<file path="src/rtl/bcd_timer_core_pkg.sv">
// Shared types and helpers for the BCD timer core: FSM state encoding,
// the largest legal BCD digit, and per-digit preset clamping.
package bcd_timer_core_pkg;

  typedef enum logic [1:0] {
    ST_IDLE    = 2'd0,
    ST_RUN     = 2'd1,
    ST_PAUSED  = 2'd2,
    ST_EXPIRED = 2'd3
  } state_t;

  localparam logic [3:0] BCD_MAX = 4'd9;

  function automatic logic [3:0] clamp_digit(input logic [3:0] d);
    return (d > BCD_MAX) ? BCD_MAX : d;
  endfunction

endpackage

</file>
<file path="src/rtl/bcd_timer_core_if.sv">
// Control/status bundle between the button logic (master) and the
// timer core (slave).
interface bcd_timer_core_if #(
  parameter int DIGITS = 4
);
  logic                  start;
  logic                  stop;
  logic                  lap;
  logic                  clear;
  logic                  load;
  logic [4*DIGITS-1:0]   load_val;
  logic                  mode_down;
  logic [4*DIGITS-1:0]   count_bcd;
  logic [4*DIGITS-1:0]   disp_bcd;
  logic                  running;
  logic                  lap_active;
  logic                  expired;
  logic                  tick;

  modport master (
    output start, stop, lap, clear, load, load_val, mode_down,
    input  count_bcd, disp_bcd, running, lap_active, expired, tick
  );

  modport slave (
    input  start, stop, lap, clear, load, load_val, mode_down,
    output count_bcd, disp_bcd, running, lap_active, expired, tick
  );
endinterface

</file>
<file path="src/rtl/bcd_digit_updown.sv">
// One BCD digit of an up/down counter chain; cin/cout carry the
// increment (dir=0) or borrow (dir=1) between neighbouring digits.
module bcd_digit_updown
  import bcd_timer_core_pkg::*;
(
  input  logic       clk,
  input  logic       rst_n,
  input  logic       clr,
  input  logic       ld,
  input  logic [3:0] ld_val,
  input  logic       en,
  input  logic       dir,
  input  logic       cin,
  output logic [3:0] q,
  output logic       cout
);

  assign cout = en & cin & (dir ? (q == 4'd0) : (q == BCD_MAX));

  always_ff @(posedge clk) begin
    if (!rst_n) begin
      q <= 4'd0;
    end else if (clr) begin
      q <= 4'd0;
    end else if (ld) begin
      q <= ld_val;
    end else if (en && cin) begin
      if (dir) q <= (q == 4'd0) ? BCD_MAX : q - 4'd1;
      else     q <= (q == BCD_MAX) ? 4'd0 : q + 4'd1;
    end
  end

endmodule

</file>
<file path="src/rtl/bcd_timer_core.sv">
// N-digit BCD up/down timer: tick prescaler, run/pause FSM, lap capture
// with hold timer, preset load and countdown expiry.
module bcd_timer_core
  import bcd_timer_core_pkg::*;
#(
  parameter int DIGITS    = 4,
  parameter int TICK_DIV  = 120000,
  parameter int LAP_TICKS = 200,
  parameter int WRAP      = 1
) (
  input logic             CLK,
  input logic             RST_N,
  bcd_timer_core_if.slave bus
);

  localparam int W  = 4 * DIGITS;
  localparam int PW = $clog2(TICK_DIV);

  state_t         state, state_nxt;
  logic           mode_r, mode_nxt;
  logic [PW-1:0]  pres;
  logic           tick_r;
  logic           expired_r, expire_nxt;
  logic [W-1:0]   count;
  logic [W-1:0]   ld_clamped;
  logic [W-1:0]   lap_reg;
  logic [7:0]     lap_timer;
  logic [DIGITS:0] carry;
  logic           step, do_load, do_clr;
  logic           at_zero, at_one, at_max;

  always_ff @(posedge CLK) begin
    if (!RST_N || bus.clear) begin
      pres   <= '0;
      tick_r <= 1'b0;
    end else if (pres == PW'(TICK_DIV - 1)) begin
      pres   <= '0;
      tick_r <= 1'b1;
    end else begin
      pres   <= pres + PW'(1);
      tick_r <= 1'b0;
    end
  end

  always_comb begin
    ld_clamped = '0;
    for (int i = 0; i < DIGITS; i++)
      ld_clamped[4*i +: 4] = clamp_digit(bus.load_val[4*i +: 4]);
  end

  assign at_zero = (count == '0);
  assign at_one  = (count == W'(1));
  assign at_max  = (count == {DIGITS{BCD_MAX}});

  // clear > load > stop > start; a countdown reaching zero overrides stop
  always_comb begin
    state_nxt  = state;
    mode_nxt   = mode_r;
    step       = 1'b0;
    do_load    = 1'b0;
    do_clr     = 1'b0;
    expire_nxt = 1'b0;
    if (bus.clear) begin
      do_clr    = 1'b1;
      state_nxt = ST_IDLE;
    end else begin
      if (state == ST_RUN && tick_r) begin
        if (mode_r) begin
          if (!at_zero) begin
            step = 1'b1;
            if (at_one) begin
              state_nxt  = ST_EXPIRED;
              expire_nxt = 1'b1;
            end
          end
        end else if (!at_max || WRAP != 0) begin
          step = 1'b1;
        end
      end
      if (bus.load && state != ST_RUN) begin
        do_load   = 1'b1;
        state_nxt = (ld_clamped == '0) ? ST_IDLE : ST_PAUSED;
      end else if (bus.stop) begin
        if (state == ST_RUN && !expire_nxt) state_nxt = ST_PAUSED;
      end else if (bus.start && (state == ST_IDLE || state == ST_PAUSED)
                   && !(bus.mode_down && at_zero)) begin
        state_nxt = ST_RUN;
        mode_nxt  = bus.mode_down;
      end
    end
  end

  always_ff @(posedge CLK) begin
    if (!RST_N) begin
      state     <= ST_IDLE;
      mode_r    <= 1'b0;
      expired_r <= 1'b0;
    end else begin
      state     <= state_nxt;
      mode_r    <= mode_nxt;
      expired_r <= expire_nxt;
    end
  end

  assign carry[0] = 1'b1;

  for (genvar g = 0; g < DIGITS; g++) begin : g_digit
    bcd_digit_updown u_digit (
      .clk    (CLK),
      .rst_n  (RST_N),
      .clr    (do_clr),
      .ld     (do_load),
      .ld_val (ld_clamped[4*g +: 4]),
      .en     (step),
      .dir    (mode_r),
      .cin    (carry[g]),
      .q      (count[4*g +: 4]),
      .cout   (carry[g+1])
    );
  end

  always_ff @(posedge CLK) begin
    if (!RST_N) begin
      lap_reg   <= '0;
      lap_timer <= 8'd0;
    end else if (bus.clear) begin
      lap_timer <= 8'd0;
    end else if (bus.lap && state != ST_IDLE) begin
      lap_reg   <= count;
      lap_timer <= 8'(LAP_TICKS);
    end else if (tick_r && lap_timer != 8'd0) begin
      lap_timer <= lap_timer - 8'd1;
    end
  end

  assign bus.count_bcd  = count;
  assign bus.running    = (state == ST_RUN);
  assign bus.lap_active = (lap_timer != 8'd0);
  assign bus.disp_bcd   = (lap_timer != 8'd0) ? lap_reg : count;
  assign bus.expired    = expired_r;
  assign bus.tick       = tick_r;

endmodule

</file>
<file path="src/flat_wrapper.sv">
// flat-port wrapper written by rule: the top's interface ports become plain ports
module bcd_timer_core_flat import bcd_timer_core_pkg::*;
#(
  parameter int DIGITS    = 4,
  parameter int TICK_DIV  = 120000,
  parameter int LAP_TICKS = 200,
  parameter int WRAP      = 1
)
  (CLK, RST_N, bus_start, bus_stop, bus_lap, bus_clear, bus_load, bus_load_val, bus_mode_down, bus_count_bcd, bus_disp_bcd, bus_running, bus_lap_active, bus_expired, bus_tick);
  bcd_timer_core_if #(.DIGITS(DIGITS)) bus_i ();
  input logic CLK;
  input logic RST_N;
  input wire logic [$bits(bus_i.start)-1:0] bus_start;
  input wire logic [$bits(bus_i.stop)-1:0] bus_stop;
  input wire logic [$bits(bus_i.lap)-1:0] bus_lap;
  input wire logic [$bits(bus_i.clear)-1:0] bus_clear;
  input wire logic [$bits(bus_i.load)-1:0] bus_load;
  input wire logic [$bits(bus_i.load_val)-1:0] bus_load_val;
  input wire logic [$bits(bus_i.mode_down)-1:0] bus_mode_down;
  output wire logic [$bits(bus_i.count_bcd)-1:0] bus_count_bcd;
  output wire logic [$bits(bus_i.disp_bcd)-1:0] bus_disp_bcd;
  output wire logic [$bits(bus_i.running)-1:0] bus_running;
  output wire logic [$bits(bus_i.lap_active)-1:0] bus_lap_active;
  output wire logic [$bits(bus_i.expired)-1:0] bus_expired;
  output wire logic [$bits(bus_i.tick)-1:0] bus_tick;
  assign bus_i.start = bus_start;
  assign bus_i.stop = bus_stop;
  assign bus_i.lap = bus_lap;
  assign bus_i.clear = bus_clear;
  assign bus_i.load = bus_load;
  assign bus_i.load_val = bus_load_val;
  assign bus_i.mode_down = bus_mode_down;
  assign bus_count_bcd = bus_i.count_bcd;
  assign bus_disp_bcd = bus_i.disp_bcd;
  assign bus_running = bus_i.running;
  assign bus_lap_active = bus_i.lap_active;
  assign bus_expired = bus_i.expired;
  assign bus_tick = bus_i.tick;
  bcd_timer_core #(.DIGITS(DIGITS), .TICK_DIV(TICK_DIV), .LAP_TICKS(LAP_TICKS), .WRAP(WRAP)) u_core (.CLK(CLK), .RST_N(RST_N), .bus(bus_i));
endmodule
</file>
<file path="config.mk">
export PLATFORM = sky130hd
export DESIGN_NAME = bcd_timer_core_flat
export DESIGN_NICKNAME = d
export VERILOG_FILES = /design/src/rtl/bcd_timer_core_pkg.sv /design/src/rtl/bcd_timer_core_if.sv /design/src/rtl/bcd_digit_updown.sv /design/src/rtl/bcd_timer_core.sv /design/src/flat_wrapper.sv
export SDC_FILE = /design/constraint.sdc
export NUM_CORES = 1
export LEC_CHECK = 0
export ABC_CLOCK_PERIOD_IN_PS = 1850
export CAP_MARGIN = 25
export CORE_MARGIN = 8
export CORE_UTILIZATION = 38
export CTS_BUF_LIST = sky130_fd_sc_hd__clkbuf_2
export DETAILED_ROUTE_END_ITERATION = 10
export MAX_ROUTING_LAYER = met4
export SLEW_MARGIN = 10
export SYNTH_ARGS = -nofsm -noshare
export SYNTH_HDL_FRONTEND = slang
export SYNTH_SLANG_ARGS = --single-unit
</file>
<file path="constraint.sdc">
create_clock -name CLK -period 1.85 [get_ports CLK]
set_input_delay 0.37 -clock CLK [delete_from_list [all_inputs] [get_ports CLK]]
set_output_delay 0.37 -clock CLK [all_outputs]
set_load 0.05 [all_outputs]
</file>
# Word-level counts from Yosys, hierarchy flattened
# Cells that the tools add are included.
[op_classes] mux=52 eq_ne=9 bitwise=9 addsub=10 reduce_logical=36 n_lt_le_gt_ge=4
[op_table] op="$mux 4" count=24
[op_table] op="$logic_not 16->1" count=2
[op_table] op="$mux 2" count=9
[op_table] op="$add 17x1->17 const B" count=1
[op_table] op="$eq 17x17->1 const B" count=1
[op_table] op="$add 4x1->4 const B" count=4
[op_table] op="$eq 16x1->1 const B" count=1
[op_table] op="$eq 4x4->1 const B" count=4
[op_table] op="$gt 4x4->1 const B" count=4
[op_table] op="$logic_not 4->1" count=4
[op_table] op="$mux 1" count=16
[op_table] op="$mux 16" count=1
[op_table] op="$mux 8" count=2
[op_table] op="$sub 4x1->4 const B" count=4
[op_table] op="$reduce_bool 2->1" count=6
[op_table] op="$logic_and 1x1->1" count=11
[op_table] op="$reduce_bool 8->1" count=1
[op_table] op="$sub 8x1->8 const B" count=1
[op_table] op="$reduce_or 2->1" count=3
[op_table] op="$and 1x1->1" count=5
[op_table] op="$not 1->1" count=4
[op_table] op="$reduce_and 4->1" count=1
[op_table] op="$logic_not 1->1" count=3
[op_table] op="$reduce_or 3->1" count=1
[op_table] op="6 further kinds" count=7
[word_totals] out_inout_bits=36 ff_bits=62 inputBits=24 word_cells=132

# Longest topological paths before layout
[logic_depth] word_depth=13 mapped_depth=8 ltp_nobuf=6

# Cells and area by module
# Synthesis repeated with hierarchy kept, for this count alone.
[hier_totals] cells_unflattened=492 hier_area_um2=3831.2
[by_module_without_submodules] mod="bcd_timer_core" n_inst=1 cells_per_inst=316 area_per_inst_um2=2369.8 seq_area_each_um2=920.9
[by_module_without_submodules] mod="bcd_digit_updown" n_inst=4 cells_per_inst=44 area_per_inst_um2=365.4 seq_area_each_um2=80.1

# Least setup slack after synthesis
# Ideal clock, no wire load.
[synth_path] kind="register -> output" start="register u_core.lap_timer[0]" end="output port bus_disp_bcd[10]" path_stages_with_launch=6 slack_ns=-0.998 t_arrival_ns=2.478 n_path_buf=1 t_required_ns=1.480 path_cell_list="dfxtp_1 inv_1 ha_1 nand4_1 clkbuf_1 o21ai_0"
[synth_via] elab_chain_cells=2
[synth_rtl] element="start, declared" line="bcd_timer_core.sv:27" text="logic [7:0] lap_timer;"
[synth_rtl] element="start signal, assigned" line="bcd_timer_core.sv:130" text="lap_timer <= 8'(LAP_TICKS);"
[synth_rtl] element="start signal, assigned" line="bcd_timer_core.sv:132" text="lap_timer <= lap_timer - 8'd1;"
[synth_rtl] element="$reduce_bool 8->1"
[synth_rtl] element="via bus_lap_active" line="flat_wrapper.sv:23" text="output wire logic [$bits(bus_i.lap_active)-1:0] bus_lap_active;"
[synth_rtl] element="$mux 16" line="bcd_timer_core.sv:139" text="assign bus.disp_bcd = (lap_timer != 8'd0) ? lap_reg : count;"
[synth_rtl] element="end, declared" line="flat_wrapper.sv:21" text="output wire logic [$bits(bus_i.disp_bcd)-1:0] bus_disp_bcd;"
# The timed path passes the listed nets, and every way through them passes these cells.

# Worst setup path after layout
[layout_path] start="register u_core.lap_timer[4]" end="output port bus_disp_bcd[7]"
[layout_via] elab_chain_cells=2
[layout_rtl] element="$reduce_bool 8->1" line="bcd_timer_core.sv:139"
[layout_rtl] element="$mux 16" line="bcd_timer_core.sv:139"
# Every way passes these cells.

==> impl_results.md <==
* TritonCTS clock tree: done
* Syn avg cell area at 7.81 um2
* CTS HTree Levels at 3
* Crit path kind: register to primary output
* Switch Pwr at 867 uW
* Pint at 1930 uW
* Post-synth top area share at 0.329
* Clk pwr share at 0.310
* Critical path's largest stage delay at 0.38 ns
* Switching part of the total power at 0.310
* Worst Path Required at 1.48 ns
* EDFF count, synth at 0
* Pwr Density at 515 nW/um2
* Ys flop type: dfxtp_1
* Compound-gate portion of the synthesized area at 0.186
* Final setup viols at 17
* Worst path cell trace: nor3_4 -> nand4_1 -> buf_6 -> buf_12 -> mux2_4 -> buf_8
* Main combinational cell family by area after synthesis: simple AND/OR/NAND/NOR gates
* Rows at 36
* Fillers at 910
* GR Overflow Total at 0
* Area of the die at 13400 um2
* #FFs+latches synth at 62
* Final Skew at 0.0145 ns
* CP max stage cell: dfxtp_2
* Pre-antenna DRT Iters at 4
* Post-Synth XOR/XNOR Area at 0.0604
* Die width at 116 um
* Synth Area in Adders at 0.00664
* Total I/O pin count at 60
* Failing checks: setup timing
* Max Slew Vio Count at 0
* DRT Wirelength at 11500 um
* Largest net degree at the start of global routing at 28
* Leak at 0.00204 uW
* CTS Root Cell: clkbuf_2
* CTS max path bufs at 2
* Syn nets at 509
* Routability cong. at 0.826
* Starting Density at 0.389
* Async SR Flop Fraction at 0
* Worst Setup End Kind: primary output
* Fmax at 395 MHz
* Port buffer count at 59
* Layout Nets at 619
* Vias per inst at 5.31
* Warnings, synthesis at 0
* Worst skew pair latency at 0.53 ns
* Period utilization at 1.37
* Overall Power at 2800 uW
* Antenna violations before repair at 0
* Max reg flops at 17
* Synth area leaders: dfxtp_1 (33%), nand2_1 (6.3%), nor2_1 (4.5%), mux2_2 (4.2%), xor2_1 (3.3%)
* Status: finished with violations
* CTS sink count at 62
* Die Y at 116 um
* Area delta synth->final at 44.0%
* DP HPWL at 8110 um
* Worst-margin pin slew at 0.493 ns
* Unique masters post-synth at 62
* First-pass GRT wire length at 18800 um
* Layout Cells excl Fill at 731
* # diodes at 0
* Cells after Synth at 483
* Layout cells sized above 1 at 0.326
* Seq pwr share at 0.488
* Core area at 9680 um2
* Post-placement cell count at 703
* Placed Area at 4980 um2
* Comb power frac at 0.203
* Startpoint types: register
* Post-synth top area cell: dfxtp_1
* Peak supply drop at 0.000255 V
* Slew margin rel. at 0.673
* Wirelength per Cell at 15.8 um
* RSZ-0062 raised after global routing: yes
* CP max FO at 5
* Final Util at 0.561
* Vias in the first global route at 3862
* Hold crit path type: primary input to register
* Total track usage at 0.181
* Critical path arrival at 2.16 ns
* Via count at 3885
* Mux share of post-synthesis cell area at 0.0577
* Mapped cell area at 3770 um2
* Cts bufs inserted at 9
* Area fraction in and, or, nand and nor cells after synthesis at 0.309
* Post-DRT Antenna Nets at 0
* Design area at 5430 um2
* Final worst setup slack at -0.681 ns
* Max Cap Viol at 0
* Clock transition at the registers of the reported paths at 0.19 ns
* Final Critical Period at 2.53 ns
* Fin. Hold Viols at 0
* Residual DRC at 0
* Worst slack, placed at -0.306 ns
* Sequential fraction of the synthesis area at 0.329
* DRT iter0 DRCs at 174
cell usage after synthesis (all sizes together), types with 9 or more instances:
library cell	instances
a21boi	16
a21oi	16
clkbuf	28
dfxtp	62
inv	12
mux2	14
nand2	63
nand2b	14
nand3	18
nand4	11
nor2	45
nor3	9
nor4	16
o21ai	24
xnor2	12
xor2	14
routing by layer:
layer,GRT usage,vias up,wire (um)
li1,-,1942,-
met1,0.218,1855,5340
met4,0.0701,0,163
met2,0.294,75,5600
met5,-,-,0
met3,0.0334,13,438
layout by cell type, fill, tap and decap left out, types with 4 or more instances in the layout:
cell | netlist | final
nand4b_1 | 4 | 4
nor4_1 | 16 | 13
dfxtp_4 | 0 | 7
nand4_1 | 11 | 11
nand3_1 | 18 | 18
buf_8 | 0 | 5
o31ai_1 | 4 | 4
buf_12 | 0 | 7
xnor2_1 | 12 | 12
nor3_1 | 9 | 8
and2_1 | 6 | 6
a221oi_1 | 4 | 4
mux2_4 | 0 | 11
nor3b_1 | 6 | 4
clkdlybuf4s50_1 | 0 | 23
o21ai_0 | 22 | 17
nand3b_1 | 8 | 8
nor2_1 | 45 | 43
buf_6 | 0 | 15
dfxtp_1 | 62 | 39
nand2_1 | 63 | 60
mux2i_1 | 6 | 6
dfxtp_2 | 0 | 16
nand2b_1 | 14 | 13
inv_1 | 12 | 9
a21boi_0 | 16 | 16
o21a_1 | 5 | 5
buf_4 | 0 | 82
a21oi_1 | 16 | 16
xor2_1 | 14 | 14
clkbuf_2 | 2 | 10
nor2b_1 | 8 | 8
critical path, delay by kind of cell (launching register included):
| kind | cells | cell delay [ns] |
|---|---|---|
| buffers and inverters | 3 | 0.50 |
| and+or+nand+nor | 2 | 0.43 |
| DFF | 1 | 0.38 |
| muxes | 1 | 0.31 |
stage by stage:
stage               hold slack (ns)  TNS, ns
floorplan                     0.440   -0.244
finish                        0.418   -10.54
CTS                           0.396   -10.03
global placement              0.446    -4.65
global route                  0.429   -12.21
detailed placement            0.458    -4.84
what timing repair did:
| item | CTS | global route |
|---|---|---|
| gates cloned | 3 | 0 |
| pin swaps | 4 | 8 |
| gates resized for setup | 43 | 18 |
| hold buffers | 0 | 0 |
| buffers inserted | 8 | 5 |
| endpoints found under the setup margin | 24 | 31 |
cell type report:
class                   count  area (um2)  area share
multi-input cells         373        2530       0.465
repair buffers            135        1290       0.238
flip-flops and latches     62        1290       0.237
well taps                 133         166      0.0306
clock inverters             6        61.3      0.0113
clock buffers              10        50.0     0.00922
inverters                  12        45.0     0.00829
worst paths after layout:
| check | start | end | slack (ns) | cells past startpoint |
|---|---|---|---|---|
| hold / removal | bus_mode_down | u_core.mode_r$_SDFFE_PN0P_ | 0.42 | 3 |
| setup / recovery | u_core.lap_timer[4]$_SDFFE_PP0P_ | bus_disp_bcd[7] | -0.68 | 6 |
| setup reg to reg | u_core.mode_r$_SDFFE_PN0P_ | u_core.g_digit[2].u_digit.q[1]$_SDFFE_PP0P_ | 0.08 | 7 |
| hold reg to reg | u_core.lap_reg[0]$_SDFFE_PN0P_ | u_core.lap_reg[0]$_SDFFE_PN0P_ | 0.48 | 2 |
power groups by stage:
stage          sequential [uW]  combinational, uW  clock, uW
3_5_place_dp              1390                500          0
4_1_cts                   1360                557        888
2_1_floorplan             1420                247          0
3_3_place_gp              1390                496          0
6_report                  1360                567        867
5_1_grt                   1370                604        948
kinds of logic after synthesis:
group,Yosys count
mux,20
fa+ha+maj,2
buf+inv,48
xor+xnor,26
simple gates,225
compound gates,100
flops,62
Power figures use the tool's default switching activity.
